<file path="config.mk">
export PLATFORM = sky130hd
export DESIGN_NAME = reg_file_sb_flat
export DESIGN_NICKNAME = d
export VERILOG_FILES = /design/src/rtl/reg_file_sb_if.sv /design/src/rtl/reg_file_sb.sv /design/src/flat_wrapper.sv
export SDC_FILE = /design/constraint.sdc
export NUM_CORES = 1
export LEC_CHECK = 0
export BUFFER_PORTS_ARGS = -buffer_cell sky130_fd_sc_hd__buf_2
export CAP_MARGIN = 20
export CORE_UTILIZATION = 55
export DETAILED_ROUTE_END_ITERATION = 10
export PLACE_DENSITY = 0.78
export SETUP_SLACK_MARGIN = 0.15
export SLEW_MARGIN = 20
export SYNTH_ARGS = -nofsm -noshare
export SYNTH_HDL_FRONTEND = slang
export SYNTH_SLANG_ARGS = --single-unit
</file>
<file path="constraint.sdc">
create_clock -name clk -period 6.6 [get_ports clk]
set_input_delay 0.66 -clock clk [delete_from_list [all_inputs] [get_ports clk]]
set_output_delay 0.66 -clock clk [all_outputs]
set_load 0.03 [all_outputs]
</file>
<file path="src/rtl/reg_file_sb_if.sv">
// Decode/writeback bus of the scoreboarded register file: read ports, writeback
// port, issue port and the status outputs. The design end takes the slave modport.
interface reg_file_sb_if #(
    parameter int XLEN = 32,
    parameter int AW   = 5
);
    logic [AW-1:0]   addr_rs1;
    logic [AW-1:0]   addr_rs2;
    logic [XLEN-1:0] data_rs1;
    logic [XLEN-1:0] data_rs2;
    logic [AW-1:0]   addr_rd;
    logic [XLEN-1:0] data_rd;
    logic            write_enable;
    logic            issue_valid;
    logic [AW-1:0]   issue_rd;
    logic            rs1_pending;
    logic            rs2_pending;
    logic            init_done;
    logic            state_dbg;

    // No handshake: write_enable and issue_valid are single-cycle strobes taken
    // at the rising edge only while init_done=1. There is no ready signal; reads
    // and pending flags are combinational and valid in the cycle the address is presented.
    modport slave (
        input  addr_rs1, addr_rs2, addr_rd, data_rd, write_enable, issue_valid, issue_rd,
        output data_rs1, data_rs2, rs1_pending, rs2_pending, init_done, state_dbg
    );

    modport master (
        output addr_rs1, addr_rs2, addr_rd, data_rd, write_enable, issue_valid, issue_rd,
        input  data_rs1, data_rs2, rs1_pending, rs2_pending, init_done, state_dbg
    );
endinterface

</file>
<file path="src/rtl/reg_file_sb.sv">
// Integer register file with a post-reset hardware clear, optional same-cycle
// writeback bypass, and a per-register pending scoreboard for hazard stalls.
module reg_file_sb #(
    parameter int XLEN   = 32,
    parameter int NREGS  = 32,
    parameter int BYPASS = 1
) (
    input  logic          clk,
    input  logic          reset,
    reg_file_sb_if.slave  bus
);
    localparam int            AW     = $clog2(NREGS);
    localparam logic [AW-1:0] LAST   = AW'(NREGS - 1);
    localparam bit            FWD_EN = (BYPASS != 0);

    typedef enum logic {CLEAR = 1'b0, READY = 1'b1} state_t;

    state_t          state;
    logic [AW-1:0]   clr_cnt;
    logic [NREGS-1:0] pending;
    logic            init_done_q;
    logic [XLEN-1:0] regs [NREGS];

    logic ready;
    logic wr_ok;
    logic iss_ok;
    logic fwd1;
    logic fwd2;

    assign ready  = (state == READY);
    assign wr_ok  = ready && bus.write_enable && (bus.addr_rd != '0);
    assign iss_ok = ready && bus.issue_valid && (bus.issue_rd != '0);
    // wr_ok already excludes x0, so a forward never targets a zero-address read.
    assign fwd1   = FWD_EN && wr_ok && (bus.addr_rd == bus.addr_rs1);
    assign fwd2   = FWD_EN && wr_ok && (bus.addr_rd == bus.addr_rs2);

    always_ff @(posedge clk) begin
        if (reset) begin
            state       <= CLEAR;
            clr_cnt     <= '0;
            pending     <= '0;
            init_done_q <= 1'b0;
        end else begin
            case (state)
                CLEAR: begin
                    clr_cnt <= clr_cnt + AW'(1);
                    if (clr_cnt == LAST) begin
                        state       <= READY;
                        init_done_q <= 1'b1;
                    end
                end
                READY: begin
                    if (wr_ok) pending[bus.addr_rd] <= 1'b0;
                    // Later assignment wins: a same-register issue marks a newer producer.
                    if (iss_ok) pending[bus.issue_rd] <= 1'b1;
                end
                default: state <= CLEAR;
            endcase
        end
    end

    always_ff @(posedge clk) begin
        if (!reset) begin
            if (!ready)     regs[clr_cnt]     <= '0;
            else if (wr_ok) regs[bus.addr_rd] <= bus.data_rd;
        end
    end

    always_comb begin
        bus.data_rs1    = '0;
        bus.data_rs2    = '0;
        bus.rs1_pending = 1'b0;
        bus.rs2_pending = 1'b0;
        if (ready && (bus.addr_rs1 != '0)) begin
            bus.data_rs1    = fwd1 ? bus.data_rd : regs[bus.addr_rs1];
            bus.rs1_pending = pending[bus.addr_rs1] && !fwd1;
        end
        if (ready && (bus.addr_rs2 != '0)) begin
            bus.data_rs2    = fwd2 ? bus.data_rd : regs[bus.addr_rs2];
            bus.rs2_pending = pending[bus.addr_rs2] && !fwd2;
        end
    end

    assign bus.init_done = init_done_q;
    assign bus.state_dbg = state;
endmodule

</file>
<file path="src/flat_wrapper.sv">
// flat-port wrapper written by rule: the top's interface ports become plain ports
module reg_file_sb_flat 
#(
    parameter int XLEN   = 32,
    parameter int NREGS  = 32,
    parameter int BYPASS = 1
)
  (clk, reset, bus_addr_rs1, bus_addr_rs2, bus_addr_rd, bus_data_rd, bus_write_enable, bus_issue_valid, bus_issue_rd, bus_data_rs1, bus_data_rs2, bus_rs1_pending, bus_rs2_pending, bus_init_done, bus_state_dbg);
  reg_file_sb_if #(.XLEN(XLEN), .AW((5))) bus_i ();
  input  logic clk;
  input  logic reset;
  input wire logic [$bits(bus_i.addr_rs1)-1:0] bus_addr_rs1;
  input wire logic [$bits(bus_i.addr_rs2)-1:0] bus_addr_rs2;
  input wire logic [$bits(bus_i.addr_rd)-1:0] bus_addr_rd;
  input wire logic [$bits(bus_i.data_rd)-1:0] bus_data_rd;
  input wire logic [$bits(bus_i.write_enable)-1:0] bus_write_enable;
  input wire logic [$bits(bus_i.issue_valid)-1:0] bus_issue_valid;
  input wire logic [$bits(bus_i.issue_rd)-1:0] bus_issue_rd;
  output wire logic [$bits(bus_i.data_rs1)-1:0] bus_data_rs1;
  output wire logic [$bits(bus_i.data_rs2)-1:0] bus_data_rs2;
  output wire logic [$bits(bus_i.rs1_pending)-1:0] bus_rs1_pending;
  output wire logic [$bits(bus_i.rs2_pending)-1:0] bus_rs2_pending;
  output wire logic [$bits(bus_i.init_done)-1:0] bus_init_done;
  output wire logic [$bits(bus_i.state_dbg)-1:0] bus_state_dbg;
  assign bus_i.addr_rs1 = bus_addr_rs1;
  assign bus_i.addr_rs2 = bus_addr_rs2;
  assign bus_i.addr_rd = bus_addr_rd;
  assign bus_i.data_rd = bus_data_rd;
  assign bus_i.write_enable = bus_write_enable;
  assign bus_i.issue_valid = bus_issue_valid;
  assign bus_i.issue_rd = bus_issue_rd;
  assign bus_data_rs1 = bus_i.data_rs1;
  assign bus_data_rs2 = bus_i.data_rs2;
  assign bus_rs1_pending = bus_i.rs1_pending;
  assign bus_rs2_pending = bus_i.rs2_pending;
  assign bus_init_done = bus_i.init_done;
  assign bus_state_dbg = bus_i.state_dbg;
  reg_file_sb #(.XLEN(XLEN), .NREGS(NREGS), .BYPASS(BYPASS)) u_core (.clk(clk), .reset(reset), .bus(bus_i));
endmodule
</file>
==> reports/results.ini <==
[setup_path]
r2r_end=u_core.regs[5][5]
crit_buf_inv=4
cp.required_ps=5940
reg2reg_from=u_core.bus.state_dbg
crit_type=primary input to output port
crit_chain=buf_2 -> buf_4 -> and2_2 -> buf_4 -> a22o_1 -> a2111oi_1 -> nor3_1 -> a31o_1 -> buf_2
critPathArrivalTime_ps=4240
critPathMaxStageDelay_ps=840
cp-end-kind=output port
rrSetupSlack_ps=2230
worstPathMaxFanout=16
startpoint_type=primary input
ff2ff_path_depth=5
critPathTopFamily=simple AND/OR/NAND/NOR gates
cp_slowest_cell=nor3_1

[synth]
ys.flop_type=edfxtp_1
synth-seq-area-share=0.621
syn_nets=3059
synthArstFlopShare=0
syn_area_per_cell_um2=16.9
syn_inst=3001
syn-cell-area_mm2=0.0508
synth_edf_count=1024
yosys_register_bits=1063
yosys_warnings=0
synth.distinct_cells=60

[cells_and_area]
layout.nets=3137
fin_area_mm2=0.0566
fin_util=0.618
final_common_cell=edfxtp_1
most-common-layout-cells=edfxtp_1, mux2i_1, mux4_2, buf_2, clkbuf_16
antenna_cells=0
layout-drive-gt1-share=0.259
area_delta_synth_final_pct=11.5

[floorplan]
coreArea_mm2=0.0915
initial_core_util=0.555
die_h_um=306
rows=111
die_x_um=306
ioPinCount=124
die_area_mm2=0.0935

[flow_run]
maxCapViolCount=0

[status]
outcome=finished clean

[sta]
finalWorstSetupSlack_ps=1700
fin_setup_tns_ps=0
max_freq_ghz=0.204
finalSetupViolations=0
clock_skew_ps=23.5
slew_headroom=0.173
rsz0062_at_grt=no
min_period_ps=4900
drv_slew=0
tightestPinTransition_ps=1240
fin_crit_sh=0.743
finalHoldViolCount=0

[route]
viasPerCell=7.69
wl_per_cell_um=37.4
finalWirelength_um=163000
vias=33500
first_pass_iters=6
first_iter_violations=5076
ant_nets=0
post-route-drc-count=0

[cts]
cts_setup_buffers=0
htree_levels=3
clockBufferDepth=3
postCtsHoldBufs=0
cts_tree=yes
path_clk_slew_ps=60
postCtsResizedCells=0
cts_root_buf=clkbuf_16
cts.sinks=1063
clk_latency_ps=720
cts_buffers=106

[min_path]
worstHoldStart=bus_issue_rd[2]
min_path_cells=4
min_path_type=primary input to register
hold_path_end=u_core.pending[16]

[placement]
dpl_worst_slack_ps=1890
dpl-instance-area_mm2=0.0530
dp_hpwl_um=95900
place_congestion=0.886
port_buffers=123

[grt]
grt_pass1_wl_um=233000
grt_max_degree=103
antenna_found_initial=2
track_usage=0.346
grt-ovfl-total=0
grt_pass1_vias=33400

[power]
clkPwrFrac=0.430
p_switching_w=0.00333
p_int_w=0.0113
power_w=0.0147
powerDensity_mw_per_mm2=259
p_seq_frac=0.501
combPwrFrac=0.069
leakagePower_nw=20.3
switching_share=0.227
max-vdd-ir-drop_uv=237

-- sequential cells by signal, indices dropped and copies added (netlist names) --
name / cells
u_core.pending: 32
u_core.clr_cnt: 5
u_core.bus.init_done: 1
u_core.regs: 1024
u_core.bus.state_dbg: 1
-- per-layer routing --
metal	part of all wire	vias to the layer above	track usage
li1	-	12800	-
met1	0.34	17000	0.451
met2	0.46	3087	0.529
met3	0.13	608	0.0850
met4	0.068	2	0.209
met5	0.000080	-	0
-- power groups by stage --
stage | Sequential [W] | Clock [W] | Combinational [W]
floorplan | 0.00748 | 0 | 0.000653
global placement | 0.00748 | 0 | 0.000958
detailed placement | 0.00749 | 0 | 0.000972
CTS | 0.00735 | 0.00630 | 0.000979
global route | 0.00735 | 0.00654 | 0.00103
finish | 0.00735 | 0.00631 | 0.00101
-- area by class of cell --
class	instances	area, um^2
clock buffer	130	2790
clock inverter	68	823
fill	6199	34900
inverter	6	22.5
multi-input combinational	1680	18400
sequential	1063	31500
tap	1186	1480
timing repair buffer	222	1540
-- worst max path at each step --
stage | start | end | cells past startpoint
after CTS | bus_addr_rs1[0] | bus_data_rs1[30] | 8
after global placement | bus_addr_rs1[0] | bus_data_rs1[30] | 8
after detailed placement | bus_addr_rs1[0] | bus_data_rs1[30] | 8
final | bus_addr_rs2[3] | bus_data_rs2[22] | 9
after floorplan | bus_addr_rd[0] | u_core.regs[20][0] | 7
after global routing | bus_addr_rs1[0] | bus_data_rs1[30] | 8
-- logic make-up (layout without fill, tap and decap cells) --
| kind of cell | Yosys count | count (layout) | synth area share |
|---|---|---|---|
| buffers and inverters | 258 | 426 | 0.0244 |
| adder cells (fa/ha/maj) | 2 | 2 | 0.000493 |
| multiplexers | 805 | 805 | 0.243 |
| AND/OR/NAND/NOR | 321 | 321 | 0.0302 |
| AO/OA/AOI/OAI | 540 | 540 | 0.0788 |
| XOR/XNOR | 12 | 12 | 0.00207 |
| flip-flops | 1063 | 1063 | 0.621 |
-- worst reg2reg max path, delay by kind of cell (launching register included) --
kind / cells / cell delay (ps)
flops: 1 / 680
buf+inv: 1 / 520
compound gates: 2 / 1400
simple gates: 2 / 1390
-- through the flow --
stage / std cells / hold slack [ps]
after floorplan: 3001 / 455
after global placement: 4152 / 449
after detailed placement: 4157 / 467
after CTS: 4355 / 331
after global routing: 4355 / 373
final: 4355 / 357
-- synth_stat cells, types with 2 or more instances --
library cell / count / area (um^2)
edfxtp_1: 1024 / 30700
mux2i_1: 432 / 4320
mux4_2: 338 / 7610
clkbuf_1: 130 / 488
a21oi_1: 99 / 495
nand2_1: 98 / 368
a22oi_1: 93 / 698
buf_2: 77 / 385
nor2_1: 60 / 225
nor3_1: 57 / 285
o22ai_1: 55 / 344
dfxtp_1: 39 / 781
o21ai_0: 39 / 195
and2_1: 36 / 225
mux2_2: 35 / 394
o221ai_1: 34 / 298
a221oi_1: 33 / 289
a22o_1: 32 / 280
a31o_1: 31 / 272
a32o_1: 30 / 300
nand3_1: 25 / 125
a2111oi_1: 22 / 220
buf_4: 21 / 158
o211ai_1: 20 / 150
a211oi_1: 15 / 113
a31oi_1: 14 / 87.6
nor2b_1: 12 / 75.1
buf_1: 11 / 41.3
buf_6: 11 / 124
xnor2_1: 10 / 87.6
nor3b_1: 9 / 67.6
nand2b_1: 8 / 50.1
a2111oi_2: 7 / 105
o31ai_1: 4 / 30.0
inv_1: 3 / 11.3
or2_2: 3 / 18.8
or3_1: 3 / 18.8
a211o_1: 2 / 17.5
a21o_1: 2 / 15.0
clkinv_1: 2 / 7.51
ha_1: 2 / 25.0
nand4_1: 2 / 12.5
nor4_1: 2 / 12.5
or3b_2: 2 / 17.5
xor2_1: 2 / 17.5
(Power assumes the default switching activity.)
